`src/rtl/field_tag_encoder.sv`:
```
// Protobuf per-field header encoder: emits the key varint, then the length varint
// for length-delimited fields, one byte per handshake, LSB group first.
module field_tag_encoder (
    input  logic        clk,
    input  logic        reset,
    input  logic        in_valid,
    output logic        in_ready,
    input  logic [28:0] in_field_id,
    input  logic [4:0]  in_field_type,
    input  logic [15:0] in_size,
    input  logic        in_nested,
    output logic        out_valid,
    input  logic        out_ready,
    output logic [7:0]  out_byte,
    output logic        out_last,
    output logic        out_nested,
    output logic        err_type,
    output logic        busy
);

    typedef enum logic [1:0] {
        IDLE = 2'd0,
        TAG  = 2'd1,
        LEN  = 2'd2
    } state_t;

    function automatic logic [2:0] wire_type_of(input logic [4:0] t);
        case (t)
            5'd3, 5'd4, 5'd5, 5'd8, 5'd13, 5'd14, 5'd17, 5'd18: wire_type_of = 3'd0;
            5'd1, 5'd6, 5'd16:                                  wire_type_of = 3'd1;
            5'd9, 5'd11, 5'd12:                                 wire_type_of = 3'd2;
            5'd10:                                              wire_type_of = 3'd3;
            5'd2, 5'd7, 5'd15:                                  wire_type_of = 3'd5;
            default:                                            wire_type_of = 3'd7;
        endcase
    endfunction

    function automatic logic type_ok(input logic [4:0] t);
        type_ok = (t >= 5'd1) && (t <= 5'd18);
    endfunction

    // Continuation bit is set whenever anything remains above the low seven bits.
    function automatic logic [7:0] vbyte(input logic [31:0] v);
        vbyte = {(v[31:7] != 25'd0), v[6:0]};
    endfunction

    state_t      state_r, state_s;
    logic [31:0] rem_r, rem_s;
    logic [15:0] size_r, size_s;
    logic [2:0]  wt_r, wt_s;
    logic        out_valid_r, out_valid_s;
    logic [7:0]  out_byte_r, out_byte_s;
    logic        out_last_r, out_last_s;
    logic        out_nested_r, out_nested_s;
    logic        err_type_r, err_type_s;
    logic        accept_s, hs_s;
    logic [31:0] key_s;
    logic [2:0]  in_wt_s;
    logic [31:0] size_ext_s;

    assign in_ready   = (state_r == IDLE);
    assign busy       = (state_r != IDLE);
    assign out_valid  = out_valid_r;
    assign out_byte   = out_byte_r;
    assign out_last   = out_last_r;
    assign out_nested = out_nested_r;
    assign err_type   = err_type_r;

    // Next-state and next-output computation for the header FSM.
    always_comb begin
        state_s      = state_r;
        rem_s        = rem_r;
        size_s       = size_r;
        wt_s         = wt_r;
        out_valid_s  = out_valid_r;
        out_byte_s   = out_byte_r;
        out_last_s   = out_last_r;
        out_nested_s = out_nested_r;
        err_type_s   = 1'b0;
        accept_s     = in_valid && (state_r == IDLE);
        hs_s         = out_valid_r && out_ready;
        in_wt_s      = wire_type_of(in_field_type);
        key_s        = {in_field_id, in_wt_s};
        size_ext_s   = {16'd0, size_r};

        case (state_r)
            IDLE: begin
                if (accept_s) begin
                    if (!type_ok(in_field_type) || (in_field_id == 29'd0)) begin
                        err_type_s = 1'b1;
                    end else begin
                        state_s      = TAG;
                        rem_s        = key_s >> 5'd7;
                        size_s       = in_size;
                        wt_s         = in_wt_s;
                        out_valid_s  = 1'b1;
                        out_byte_s   = vbyte(key_s);
                        out_last_s   = (key_s[31:7] == 25'd0) && (in_wt_s != 3'd2);
                        out_nested_s = in_nested;
                    end
                end else begin
                    state_s = IDLE;
                end
            end
            TAG: begin
                if (hs_s) begin
                    if (!out_byte_r[7]) begin
                        if (wt_r == 3'd2) begin
                            state_s    = LEN;
                            out_byte_s = vbyte(size_ext_s);
                            rem_s      = size_ext_s >> 5'd7;
                            out_last_s = (size_r[15:7] == 9'd0);
                        end else begin
                            state_s     = IDLE;
                            out_valid_s = 1'b0;
                            out_last_s  = 1'b0;
                        end
                    end else begin
                        out_byte_s = vbyte(rem_r);
                        rem_s      = rem_r >> 5'd7;
                        out_last_s = (rem_r[31:7] == 25'd0) && (wt_r != 3'd2);
                    end
                end else begin
                    state_s = TAG;
                end
            end
            LEN: begin
                if (hs_s) begin
                    if (!out_byte_r[7]) begin
                        state_s     = IDLE;
                        out_valid_s = 1'b0;
                        out_last_s  = 1'b0;
                    end else begin
                        out_byte_s = vbyte(rem_r);
                        rem_s      = rem_r >> 5'd7;
                        out_last_s = (rem_r[31:7] == 25'd0);
                    end
                end else begin
                    state_s = LEN;
                end
            end
            default: begin
                state_s     = IDLE;
                out_valid_s = 1'b0;
                out_last_s  = 1'b0;
            end
        endcase
    end

    // State and output registers; reset discards any field in flight.
    always_ff @(posedge clk or posedge reset) begin
        if (reset) begin
            state_r      <= IDLE;
            rem_r        <= 32'd0;
            size_r       <= 16'd0;
            wt_r         <= 3'd0;
            out_valid_r  <= 1'b0;
            out_byte_r   <= 8'd0;
            out_last_r   <= 1'b0;
            out_nested_r <= 1'b0;
            err_type_r   <= 1'b0;
        end else begin
            state_r      <= state_s;
            rem_r        <= rem_s;
            size_r       <= size_s;
            wt_r         <= wt_s;
            out_valid_r  <= out_valid_s;
            out_byte_r   <= out_byte_s;
            out_last_r   <= out_last_s;
            out_nested_r <= out_nested_s;
            err_type_r   <= err_type_s;
        end
    end

endmodule

```
`config.mk`:
```
export PLATFORM = sky130hd
export DESIGN_NAME = field_tag_encoder
export DESIGN_NICKNAME = d
export VERILOG_FILES = /design/src/rtl/field_tag_encoder.sv
export SDC_FILE = /design/constraint.sdc
export NUM_CORES = 1
export LEC_CHECK = 0
export CAP_MARGIN = 20
export CORE_MARGIN = 2
export CORE_UTILIZATION = 51
export DETAILED_ROUTE_END_ITERATION = 8
export PLACE_DENSITY_LB_ADDON = 0.3
export RECOVER_POWER = 100
export SLEW_MARGIN = 20
export SYNTH_ARGS = -nofsm -noshare
export SYNTH_HDL_FRONTEND = slang
export SYNTH_SLANG_ARGS = --single-unit
```
`constraint.sdc`:
```
create_clock -name clk -period 3.71 [get_ports clk]
set_clock_uncertainty 0.2 [all_clocks]
set_input_delay 1.113 -clock clk [delete_from_list [all_inputs] [get_ports clk]]
set_output_delay 1.113 -clock clk [all_outputs]
set_load 0.01 [all_outputs]
```
After elaboration in Yosys (flattened, before gate mapping)
Memories as Yosys holds them, arrays and structs flattened.
Cells that the tools add are included.
{"block": "op_classes", "reduce_logical": 23, "order_cmp": 2, "bitwise": 1, "n_mux": 43, "eq_ne": 17}
{"operator": "$mux W32", "count": 7}
{"operator": "$pmux W32 S3", "count": 1}
{"operator": "$mux W8", "count": 7}
{"operator": "$logic_not A25 Y1", "count": 2}
{"operator": "$reduce_bool A25 Y1", "count": 2}
{"operator": "$logic_not A29 Y1", "count": 1}
{"operator": "$pmux W8 S3", "count": 1}
{"operator": "$mux W1", "count": 17}
{"operator": "$mux W2", "count": 7}
{"operator": "$ne A2 B2 Y1 const B", "count": 7}
{"operator": "$reduce_and A7 Y1", "count": 2}
{"operator": "$ne A3 B3 Y1 const B", "count": 4}
{"operator": "$logic_not A9 Y1", "count": 1}
{"operator": "$reduce_bool A9 Y1", "count": 1}
{"operator": "$ne A3 B2 Y1 const B", "count": 2}
{"operator": "$pmux W1 S3", "count": 2}
{"operator": "$pmux W2 S3", "count": 1}
{"operator": "$reduce_and A3 Y1", "count": 2}
{"operator": "$ge A5 B1 Y1 const B", "count": 1}
{"operator": "$le A5 B5 Y1 const B", "count": 1}
{"operator": "$logic_and A1 B1 Y1", "count": 5}
{"operator": "$reduce_and A5 Y1", "count": 1}
{"operator": "$reduce_and A4 Y1", "count": 1}
{"operator": "$eq A3 B2 Y1 const B", "count": 1}
{"operator": "9 further kinds", "count": 9}
{"block": "word_totals", "reg_bits": 65, "in_bits": 55, "romBits": 96, "memories": 1, "out_inout_bits": 14, "word_cells": 97}
{"memory": "(name not given)", "depth": 32, "word_bits": 3, "read_ports": 1, "rd_clocked_by_memory_dff": 0, "wr": 0, "line_no": "28", "rtl": "case (t)"}

Depth between registers and ports, before layout
Gate-level depths: netlist of the first run.
{"block": "logic_depth", "depth_word": 7, "ltp_mapped": 9, "mapped_depth_nobuf": 8}

Worst setup path after synthesis of the first run
OpenSTA, ideal clock, no wires.
{"block": "synth_timing", "kind": "input-to-reg", "start": "input in_field_type[3]", "end": "register out_byte_r[0], in the netlist out_byte[0]", "slack_ns": 0.512, "path_stages": 8, "required_time_ns": 3.382, "setup_ns": 0.128, "arrival_time_ns": 2.871, "path_buffers": 2, "cell_sequence": "buf_2 > nor2_4 > o21ai_1 > a22o_1 > o32a_2 > nor3_4 > buf_4 > mux2_1"}
{"block": "synth_via", "elab_chain_len": 6, "elab_cells_between_ends": 11}
{"element": "from (decl)", "line_no": "9", "rtl": "input logic [4:0] in_field_type,"}
{"element": "parallel branches: the longest is 6 deep, another holds $mem_v2 Z32 W3"}
{"element": "to (signal assigned)", "line_no": "168", "rtl": "out_byte_r <= out_byte_s;"}
{"element": "to (decl)", "line_no": "52", "rtl": "logic [7:0] out_byte_r, out_byte_s;"}
Parallel ways; which one is timed is not known. The select of a mux whose other input is x is not followed.
A chain may end at the register's enable or synchronous reset.

Worst setup path after layout of the first run
{"block": "layout_timing", "start": "input in_field_type[2]", "end": "register rem_r[12]"}
{"block": "layout_via", "elab_chain_len": 6, "elab_cells_between_ends": 7}
{"element": "$ge A5 B1 Y1 or $le A5 B5 Y1 (tied branches)", "line_no": "39", "rtl": "type_ok = (t >= 5'd1) && (t <= 5'd18);"}
{"element": "$logic_and A1 B1 Y1 *", "line_no": "39"}
{"element": "$logic_not A1 Y1 *", "line_no": "89", "rtl": "if (!type_ok(in_field_type) || (in_field_id == 29'd0)) begin"}
{"element": "$logic_or A1 B1 Y1 *", "line_no": "89"}
{"element": "$ne A2 B2 Y1 (no source line) *"}
{"element": "$reduce_and A7 Y1 (no source line) *"}
{"element": "to (signal assigned)", "line_no": "164", "rtl": "rem_r <= rem_s;"}
{"element": "to (decl)", "line_no": "48", "rtl": "logic [31:0] rem_r, rem_s;"}
Every way passes the cells marked *; elsewhere a longest branch is shown, timed or not.

==> run_results.csv, run 1 <==
group,metric,value,unit
timing,period_minus_slack,3.473,ns
floorplan,ioPinCount,69,
setup_path,required,3.72,ns
placed_design,io_buffers,68,
floorplan,start_util,51.96,%
synth,synthCells,312,
route,drc,0,
layout,drive_above_1_share,15.01,%
synth,seq_area_frac_synth,44.50,%
grt,grt_pass1_wl,12970,um
timing,tns,0,ns
clocking,hold_buffers,0,
timing,fmax,287.9,MHz
power_and_ir_drop,internal_power,2.079,mW
setup_path,worstPathMaxFanout,32,
placed_design,gp_congestion,0.8341,
layout,mostFrequentLayoutCells,"58 x dfrtp_1, 52 x clkdlybuf4s50_1, 35 x nor2_1",
route,first_pass_iters,5,
layout,fin_nets,454,
clocking,cts.htree.levels,3,
flow_run,cap_viol_max_count,0,
synth,synth_edf_count,0,
grt,grt_max_degree,33,
power_and_ir_drop,leakagePower,1.830,nW
layout,num_antenna_cells,0,
power_and_ir_drop,irDropWorstVdd,0.6264,mV
synth,syn_nets,378,
synth,async_flop_share,100.0,%
timing,maxSlewViolCount,0,
clocking,cts_tree,"done",
grt,antenna_found_initial,0,
route,dr_total_vias,2733,
worst_hold_path,hold_path_class,"register to register",
clocking,cts.sinks,58,
setup_path,path_cells,"dlygate4sd3_1 > nor2_4 > o21ai_0 > a22o_1 > o32a_2 > nor3_4 > buf_12 > mux2_1",
setup_path,endpoint_kind,"register",
timing,rsz0062_at_grt,"false",
power_and_ir_drop,comb_power_share,45.7,%
setup_path,cpPeakStageDelay,0.65,ns
route,vias_per_cell,5.815,
placed_design,place.detailed.hpwl,5817,um
clocking,ctsResizeCount,0,
clocking,cts-buffers-inserted,9,
floorplan,num_rows,29,
synth,synth-warning-count,0,
status,run_status,"finished, final reports clean",
power_and_ir_drop,pwr-share-seq,35.0,%
layout,area_growth,31.76,%
power_and_ir_drop,pwr_density_cell,770.6,nW/um2
synth,synth_area,3262,um2
synth,synth-main-ff-cell,"dfrtp_1",
timing,layout_setup_ws,0.2370,ns
grt,first_global_vias,2698,
grt,overflow,0,
setup_path,slowest_stage,"dlygate4sd3_1",
power_and_ir_drop,p_sw,1.233,mW
setup_path,critPathArrivalTime,3.49,ns
route,antenna_left,0,
timing,setup_violations,0,
floorplan,fp.dieW,83.98,um
grt,grt_util_all_layers,23.42,%
floorplan,die_y,83.98,um
synth,synth-seq-cells,58,
route,wirelength,7724,um
synth,syn_avg_cell_area,10.45,um2
clocking,post-cts-setup-buffers,0,
timing,slew-limit-headroom,29.63,%
power_and_ir_drop,swShare,37.22,%
floorplan,die_area,7052,um2
clocking,cts_max_path_buffers,2,
route,drt_iter0_drc,195,
timing,hold_viol_final,0,
clocking,root_buffer,"clkbuf_8",
route,avgRoutedWirePerCell,16.43,um
floorplan,coreArea,6277,um2
layout,layout_commonest_cell,"dfrtp_1",
setup_path,critical_path_class,"primary input to register",
timing,fin_crit_sh,93.61,%
clocking,insertion_delay,0.33,ns
timing,worstMarginPinSlew,1.054,ns
setup_path,startpoint_type,"primary input",
clocking,clk_pin_slew,0.06,ns
placed_design,dpl_worst_slack,0.005457,ns
synth,yosysUniqueCellTypes,41,
setup_path,regToRegSetupSlack,1.03,ns
power_and_ir_drop,clkPwrFrac,19.4,%
-- synth_stat cells, drive strengths merged (3+ instances only) --
| cell type | n | area, um2 |
|---|---|---|
| nor2 | 36 | 142.6 |
| nor2b | 9 | 56.30 |
| o2bb2ai | 16 | 140.1 |
| inv | 10 | 37.54 |
| or4 | 3 | 22.52 |
| nor4 | 10 | 62.56 |
| dfrtp | 58 | 1451 |
| o31ai | 3 | 22.52 |
| a21oi | 13 | 65.06 |
| clkbuf | 12 | 45.04 |
| o21ai | 7 | 35.03 |
| buf | 6 | 35.03 |
| nand2 | 24 | 90.09 |
| nor3 | 4 | 31.28 |
| a221oi | 9 | 78.83 |
| mux2 | 54 | 608.1 |
| ha | 11 | 137.6 |
| nand3 | 3 | 15.01 |
-- stage by stage --
| step | hold slack [ns] | instance area, um2 | instances | util, % | total power [mW] |
|---|---|---|---|---|---|
| global route | 0.3098 | 4298 | 470 | 68.47 | 3.546 |
| detailed placement | 0.2677 | 4114 | 454 | 65.54 | 2.715 |
| global placement | 0.2602 | 4114 | 454 | 65.54 | 2.651 |
| finish | 0.2700 | 4298 | 470 | 68.47 | 3.312 |
| CTS | 0.2815 | 4333 | 470 | 69.03 | 3.368 |
| floorplan | 0.2584 | 3262 | 312 | - | 2.185 |
-- power groups by stage --
stage | Sequential [mW] | Combinational [mW] | Clock (mW)
2_1_floorplan | 1.09 | 1.10 | 0
3_3_place_gp | 1.16 | 1.49 | 0
3_5_place_dp | 1.16 | 1.55 | 0
4_1_cts | 1.16 | 1.56 | 0.652
5_1_grt | 1.19 | 1.67 | 0.686
6_report | 1.16 | 1.51 | 0.641
-- kinds of logic (layout without fill, tap and decap cells) --
group / Yosys count / after routing / synth area share, %
DFF: 58 / 58 / 44.50
adders and majority gates: 11 / 11 / 4.219
buffers and inverters: 28 / 109 / 3.606
and+or+nand+nor: 99 / 99 / 15.11
muxes: 56 / 56 / 19.26
AOI/OAI and AO/OA: 60 / 60 / 13.31
-- area by class of cell --
class / count / area (um2)
fillers: 497 / 1979
inverters: 10 / 37.54
clock buffers: 11 / 141.4
clock inverters: 5 / 77.57
multi-input cells: 226 / 1693
flip-flops and latches: 58 / 1451
repair buffers: 83 / 800.8
well taps: 77 / 96.34
-- critical path: cells and delay by family --
kind | cells | cell delay (ns)
AOI/OAI and AO/OA | 3 | 0.78
buffers and inverters | 2 | 0.88
muxes | 1 | 0.35
and+or+nand+nor | 2 | 0.35
-- path summary, 6_finish.rpt --
kind | start | endpoint | cells after the start
hold reg to reg | out_last | out_last | 2
setup reg to reg | state_r[1] | rem_r[12] | 8
hold / removal | out_last | out_last | 2
max in group asynchronous | reset | size_r[15] | 3
min in group asynchronous | reset | rem_r[9] | 2
setup / recovery | in_field_type[2] | rem_r[12] | 8
-- state kept, by name (all words and copies together) (netlist names) --
register    cells
size_r         16
err_type        1
state_r         2
rem_r          25
out_valid       1
out_nested      1
wt_r            3
out_byte        8
out_last        1
-- per-layer routing --
layer / track usage (%) / vias to the layer above / wire length, um
li1: - / 1289 / -
met1: 31.43 / 1323 / 3378
met2: 36.95 / 109 / 3696
met3: 7.319 / 12 / 537
met4: 6.305 / 0 / 112
met5: 0 / - / 0
Note: power is estimated with default switching activity, not from simulation.
==> run 2, diff against run 1 <==
--- a/config.mk
+++ b/config.mk
@@ -5,9 +5,10 @@
 export SDC_FILE = /design/constraint.sdc
 export NUM_CORES = 1
 export LEC_CHECK = 0
-export CAP_MARGIN = 20
+export ABC_AREA = 1
+export CAP_MARGIN = 10
 export CORE_MARGIN = 2
-export CORE_UTILIZATION = 51
+export CORE_UTILIZATION = 53
 export DETAILED_ROUTE_END_ITERATION = 8
 export PLACE_DENSITY_LB_ADDON = 0.3
 export RECOVER_POWER = 100
==> run 2 against run 1 <==
Against the previous run:
- clock power down 5.9%
- critical path depth down 4
- combinational power up 26%
- final area up 6.6%
- wire length up 21%
- die area up 8.8%
==> run_results.csv, run 2 <==
group,metric,value,unit
synth,synth_commonest_cells,"168 x nand2_1, 66 x inv_1, 58 x dfrtp_1, 52 x nor2_1, 37 x nand4_1",
grt,grt_pass1_wl,15440,um
clocking,cts-buffers-inserted,9,
synth,async_flop_share,100.0,%
synth,synth_edf_count,0,
layout,drive_above_1_share,5.405,%
synth,yosysUniqueCellTypes,33,
placed_design,io_buffers,68,
route,wirelength,9337,um
timing,hold_viol_final,0,
route,first_pass_iters,5,
setup_path,endpoint_kind,"output port",
clocking,cts.htree.levels,3,
flow_run,cap_viol_max_count,0,
clocking,cts_max_path_buffers,2,
timing,fmax,308.3,MHz
setup_path,cpPeakStageDelay,0.62,ns
layout,regMostFlops,"rem_r",
floorplan,die_area,7673,um2
clocking,insertion_delay,0.34,ns
timing,maxSlewViolCount,0,
clocking,clk_pin_slew,0.07,ns
clocking,root_buffer,"clkbuf_8",
timing,tns,0,ns
power_and_ir_drop,irDropWorstVdd,0.4397,mV
floorplan,fp.dieW,87.60,um
grt,first_global_vias,3336,
floorplan,coreArea,6794,um2
power_and_ir_drop,swShare,46.83,%
synth,synth-seq-cells,58,
setup_path,cp_top_family,"buffers and inverters",
floorplan,ioPinCount,69,
route,antenna_left,0,
timing,setup_violations,0,
power_and_ir_drop,clkPwrFrac,16.6,%
worst_hold_path,hold_path_class,"register to register",
grt,overflow,0,
setup_path,required,2.40,ns
synth,synthCells,528,
power_and_ir_drop,pwr-share-seq,31.0,%
route,vias_per_cell,5.342,
timing,rsz0062_at_grt,"false",
synth,seq_area_frac_synth,39.19,%
setup_path,critical_path_class,"register to output port",
synth,synth-warning-count,0,
layout,final_cells,688,
layout,largest_register_ffs,25,
setup_path,path_cells,"inv_1 > ha_1 > inv_1 > dlygate4sd3_1",
floorplan,start_util,54.51,%
clocking,cts.sinks,58,
setup_path,crit_top_cell,"inv_1",
floorplan,num_rows,30,
grt,grt_max_degree,59,
power_and_ir_drop,pwr_density_cell,792.7,nW/um2
timing,fin_crit_sh,87.42,%
timing,worstMarginPinSlew,1.454,ns
synth,yosys-top-cells-area,"dfrtp_1 39%, nand2_1 17%, inv_1 6.7%",
synth,syn_nets,594,
synth,synth-main-ff-cell,"dfrtp_1",
power_and_ir_drop,internal_power,1.930,mW
layout,fin_nets,653,
power_and_ir_drop,p_sw,1.700,mW
placed_design,post-place-cells,672,
setup_path,cp_num_buf_inv,3,
layout,layout_commonest_cell,"nand2_1",
setup_path,worstPathMaxFanout,7,
grt,grt_util_all_layers,25.89,%
route,avgRoutedWirePerCell,13.57,um
setup_path,critPathArrivalTime,1.93,ns
placed_design,place.detailed.hpwl,6694,um
synth,synth_top_area_share,39.19,%
synth,synth_area,3704,um2
power_and_ir_drop,comb_power_share,52.4,%
synth,synth.most_common_cell,"nand2_1",
grt,antenna_found_initial,0,
setup_path,startpoint_type,"register",
floorplan,die_y,87.60,um
layout,area_growth,23.65,%
route,dr_total_vias,3675,
placed_design,gp_congestion,0.8798,
route,drc,0,
status,run_status,"finished, final reports clean",
layout,mostFrequentLayoutCells,"168 x nand2_1, 65 x inv_1, 58 x dfrtp_1",
synth,synth_area_leader_cell,"dfrtp_1",
layout,num_antenna_cells,0,
clocking,post-cts-setup-buffers,0,
clocking,hold_buffers,0,
clocking,cts_tree,"done",
power_and_ir_drop,leakagePower,2.359,nW
setup_path,slowest_stage,"dlygate4sd3_1",
power_and_ir_drop,totalPowerFinal,3.630,mW
timing,slew-limit-headroom,3.043,%
route,drt_iter0_drc,393,
timing,period_minus_slack,3.243,ns
clocking,ctsResizeCount,0,
synth,syn_avg_cell_area,7.014,um2
run 2: cell count changes in the layout (fill, tap and decap cells not counted), moves of 10 or more:
| cell | change |
|---|---|
| inv_1 | +55 |
| mux2_1 | -30 |
| mux2_2 | -24 |
| nand2_1 | +144 |
| nand3_1 | +28 |
| nand4_1 | +35 |
| nor2_1 | +17 |
| nor4_1 | -10 |
| o21ai_0 | +29 |
| o2bb2ai_1 | -15 |
run 2: power by group through the flow:
stage | logic, mW | clock network (mW) | registers (mW)
6_report | 1.90 | 0.603 | 1.13
3_3_place_gp | 1.87 | 0 | 1.12
2_1_floorplan | 1.49 | 0 | 1.09
5_1_grt | 2.11 | 0.637 | 1.16
3_5_place_dp | 1.90 | 0 | 1.13
4_1_cts | 1.91 | 0.611 | 1.13
run 2: stage by stage:
| step | setup slack (ns) | utilization, % | cell area (um2) | hold WS [ns] |
|---|---|---|---|---|
| after global placement | 0.4038 | 64.48 | 4380 | 0.2494 |
| final | 0.4666 | 67.40 | 4579 | 0.2679 |
| after floorplan | 0.9690 | - | 3704 | 0.2367 |
| after detailed placement | 0.2705 | 64.48 | 4380 | 0.2537 |
| after global routing | 0.2664 | 67.40 | 4579 | 0.2837 |
| after CTS | 0.5552 | 67.50 | 4586 | 0.2695 |
run 2: final cells by class:
type                    instances  area [um2]
fillers                       624        2215
multi-input cells             375        1817
flip-flops and latches         58        1451
repair buffers                 75       730.7
inverters                      68       255.2
clock buffers                  12       155.1
well taps                      96       120.1
clock inverters                 4       50.05
run 2: kinds of logic after synthesis:
group           share of synthesized area [%]
fa+ha+maj                               3.716
simple gates                            34.83
compound gates                          10.61
flops                                   39.19
buf+inv                                 11.66
run 2: path summary, 6_finish.rpt:
kind | slack [ns] | cells after the start | start | end
setup reg to reg | 1.06 | 8 | state_r[1] | out_byte[1]
hold reg to reg | 0.27 | 2 | rem_r[3] | rem_r[3]
hold / removal | 0.27 | 2 | rem_r[3] | rem_r[3]
max in group asynchronous | 0.94 | 3 | reset | state_r[0]
min in group asynchronous | 1.50 | 3 | reset | size_r[8]
setup / recovery | 0.47 | 4 | state_r[0] | busy
run 2: worst register-to-register path, cell delays in order, from the launching register on:
cell and delay, ns:
dfrtp_1 0.43, inv_1 0.10, ha_1 0.41, inv_1 0.20, a21oi_1 0.48, o21ai_0 0.19, o21ai_0 0.32, nand4_1 0.17
nand2_1 0.10
run 2: metal layers:
metal	track usage, %	vias up	wire (um)
li1	-	1819	-
met1	34.73	1674	4051
met2	42.08	166	4432
met3	5.090	16	685
met4	9.091	0	167
met5	0	-	0
==> variant: new RTL, settings of run 2 <==
Remove the register `err_type_r`: a continuous assignment takes its place, so the output `err_type` follows one clock earlier.
--- a/src/rtl/field_tag_encoder.sv
+++ b/src/rtl/field_tag_encoder.sv
@@ -159,5 +159,4 @@
             out_last_r   <= 1'b0;
             out_nested_r <= 1'b0;
-            err_type_r   <= 1'b0;
         end else begin
             state_r      <= state_s;
@@ -169,8 +168,9 @@
             out_last_r   <= out_last_s;
             out_nested_r <= out_nested_s;
-            err_type_r   <= err_type_s;
         end
     end
 
+    assign err_type_r = err_type_s;
+
 endmodule
 
Formal check against the unedited RTL: not equivalent (a bounded check fails within 4 cycles, from zero or initial values and one cycle with reset high).
==> variant against run 2 <==
  * Combinational power up 2%
  * Final area up 9.7%
  * Setup slack worse by 0.46 ns
  * Critical path depth up 5
  * Sequential cell count down 1
  * Synthesized area down 0.68%
  * Synthesized cell count down 0.19%
  * Total power up 1.3%
  * Largest power group unchanged
  * Routed wire length up 10%
==> variant: results (changes against run 2) <==
multi_input_area_share_pct: 36.8  # -2.9 points
seq_area_mm2: 0.00143  # -1.7%
status: "finished, final reports clean"
synth_cells: 527  # -0.19%
num-clock-buffers: 14  # +2
drt_iter0_drc: 251  # -36%
fp.dieW_um: 87.3  # -0.33%
crit_arrival_ns: 2.39  # +0.46 ns
syn_nets: 593  # -0.17%
ys_top_cells_by_area: "dfrtp_1 39%, nand2_1 17%, inv_1 6.7%"
grt_max_degree: 58  # -1.7%
drive_gt1_share_pct: 16.3  # +11 points
viasPerCell: 5.43  # +1.6%
rrSetupSlack_ns: 1.12  # +0.06 ns
worstPathMaxFanout: 2  # -5
max-vdd-ir-drop_mv: 0.428  # -2.6%
tightest_slew_ns: 1.39  # -0.0638 ns
post-cts-setup-buffer-count: 26  # +26
bufAreaShareNonClock_pct: 23.6  # +7.6 points
final_nets: 716  # +9.6%
gp_congestion: 0.955  # +8.5%
synth_compound_area_share_pct: 10.7  # +0.072 points
cts_resized: 38  # +38
signal_buffers: 139  # +85%
power.leakage_nw: 2.71  # +15%
grt_pass1_wl_um: 17200  # +11%
numClockSinks: 57  # -1.7%
dp_hpwl_um: 6990  # +4.5%
yosys-top-cells-count: "168 x nand2_1, 66 x inv_1, 57 x dfrtp_1"
clk_share_pct: 4.14  # -0.35 points
variant: layer usage:
layer  routed length (µm)  global-route usage, %  vias to the layer above
met5                    0                      0                        -
met4                  193                   10.8                        0
met3                  719                   6.16                       20
met2                 5060                   47.1                      167
met1                 4320                   37.9                     1857
li1                     -                      -                     1944
variant: power breakdown:
group / switching [mW] / internal (mW)
combinational: 1.24 / 0.703
sequential: 0.219 / 0.900
clock: 0.254 / 0.365
variant: cell families (layout without fill, tap and decap cells):
| group | after synthesis | in the layout |
|---|---|---|
| and+or+nand+nor | 296 | 296 |
| buffers and inverters | 95 | 223 |
| AOI/OAI and AO/OA | 68 | 68 |
| DFF | 57 | 57 |
| adders and majority gates | 11 | 11 |
variant: tightest hold or removal path: cells and delay by family (launching register included):
kind	cells	cell delay [ns]
flip-flops	1	0.34
AND/OR/NAND/NOR	2	0.10
variant: stage by stage:
stage               cells  TNS [ns]
global placement      691    -0.478
finish                735         0
floorplan             527         0
CTS                   733         0
global route          735   -0.0795
detailed placement    691    -0.552
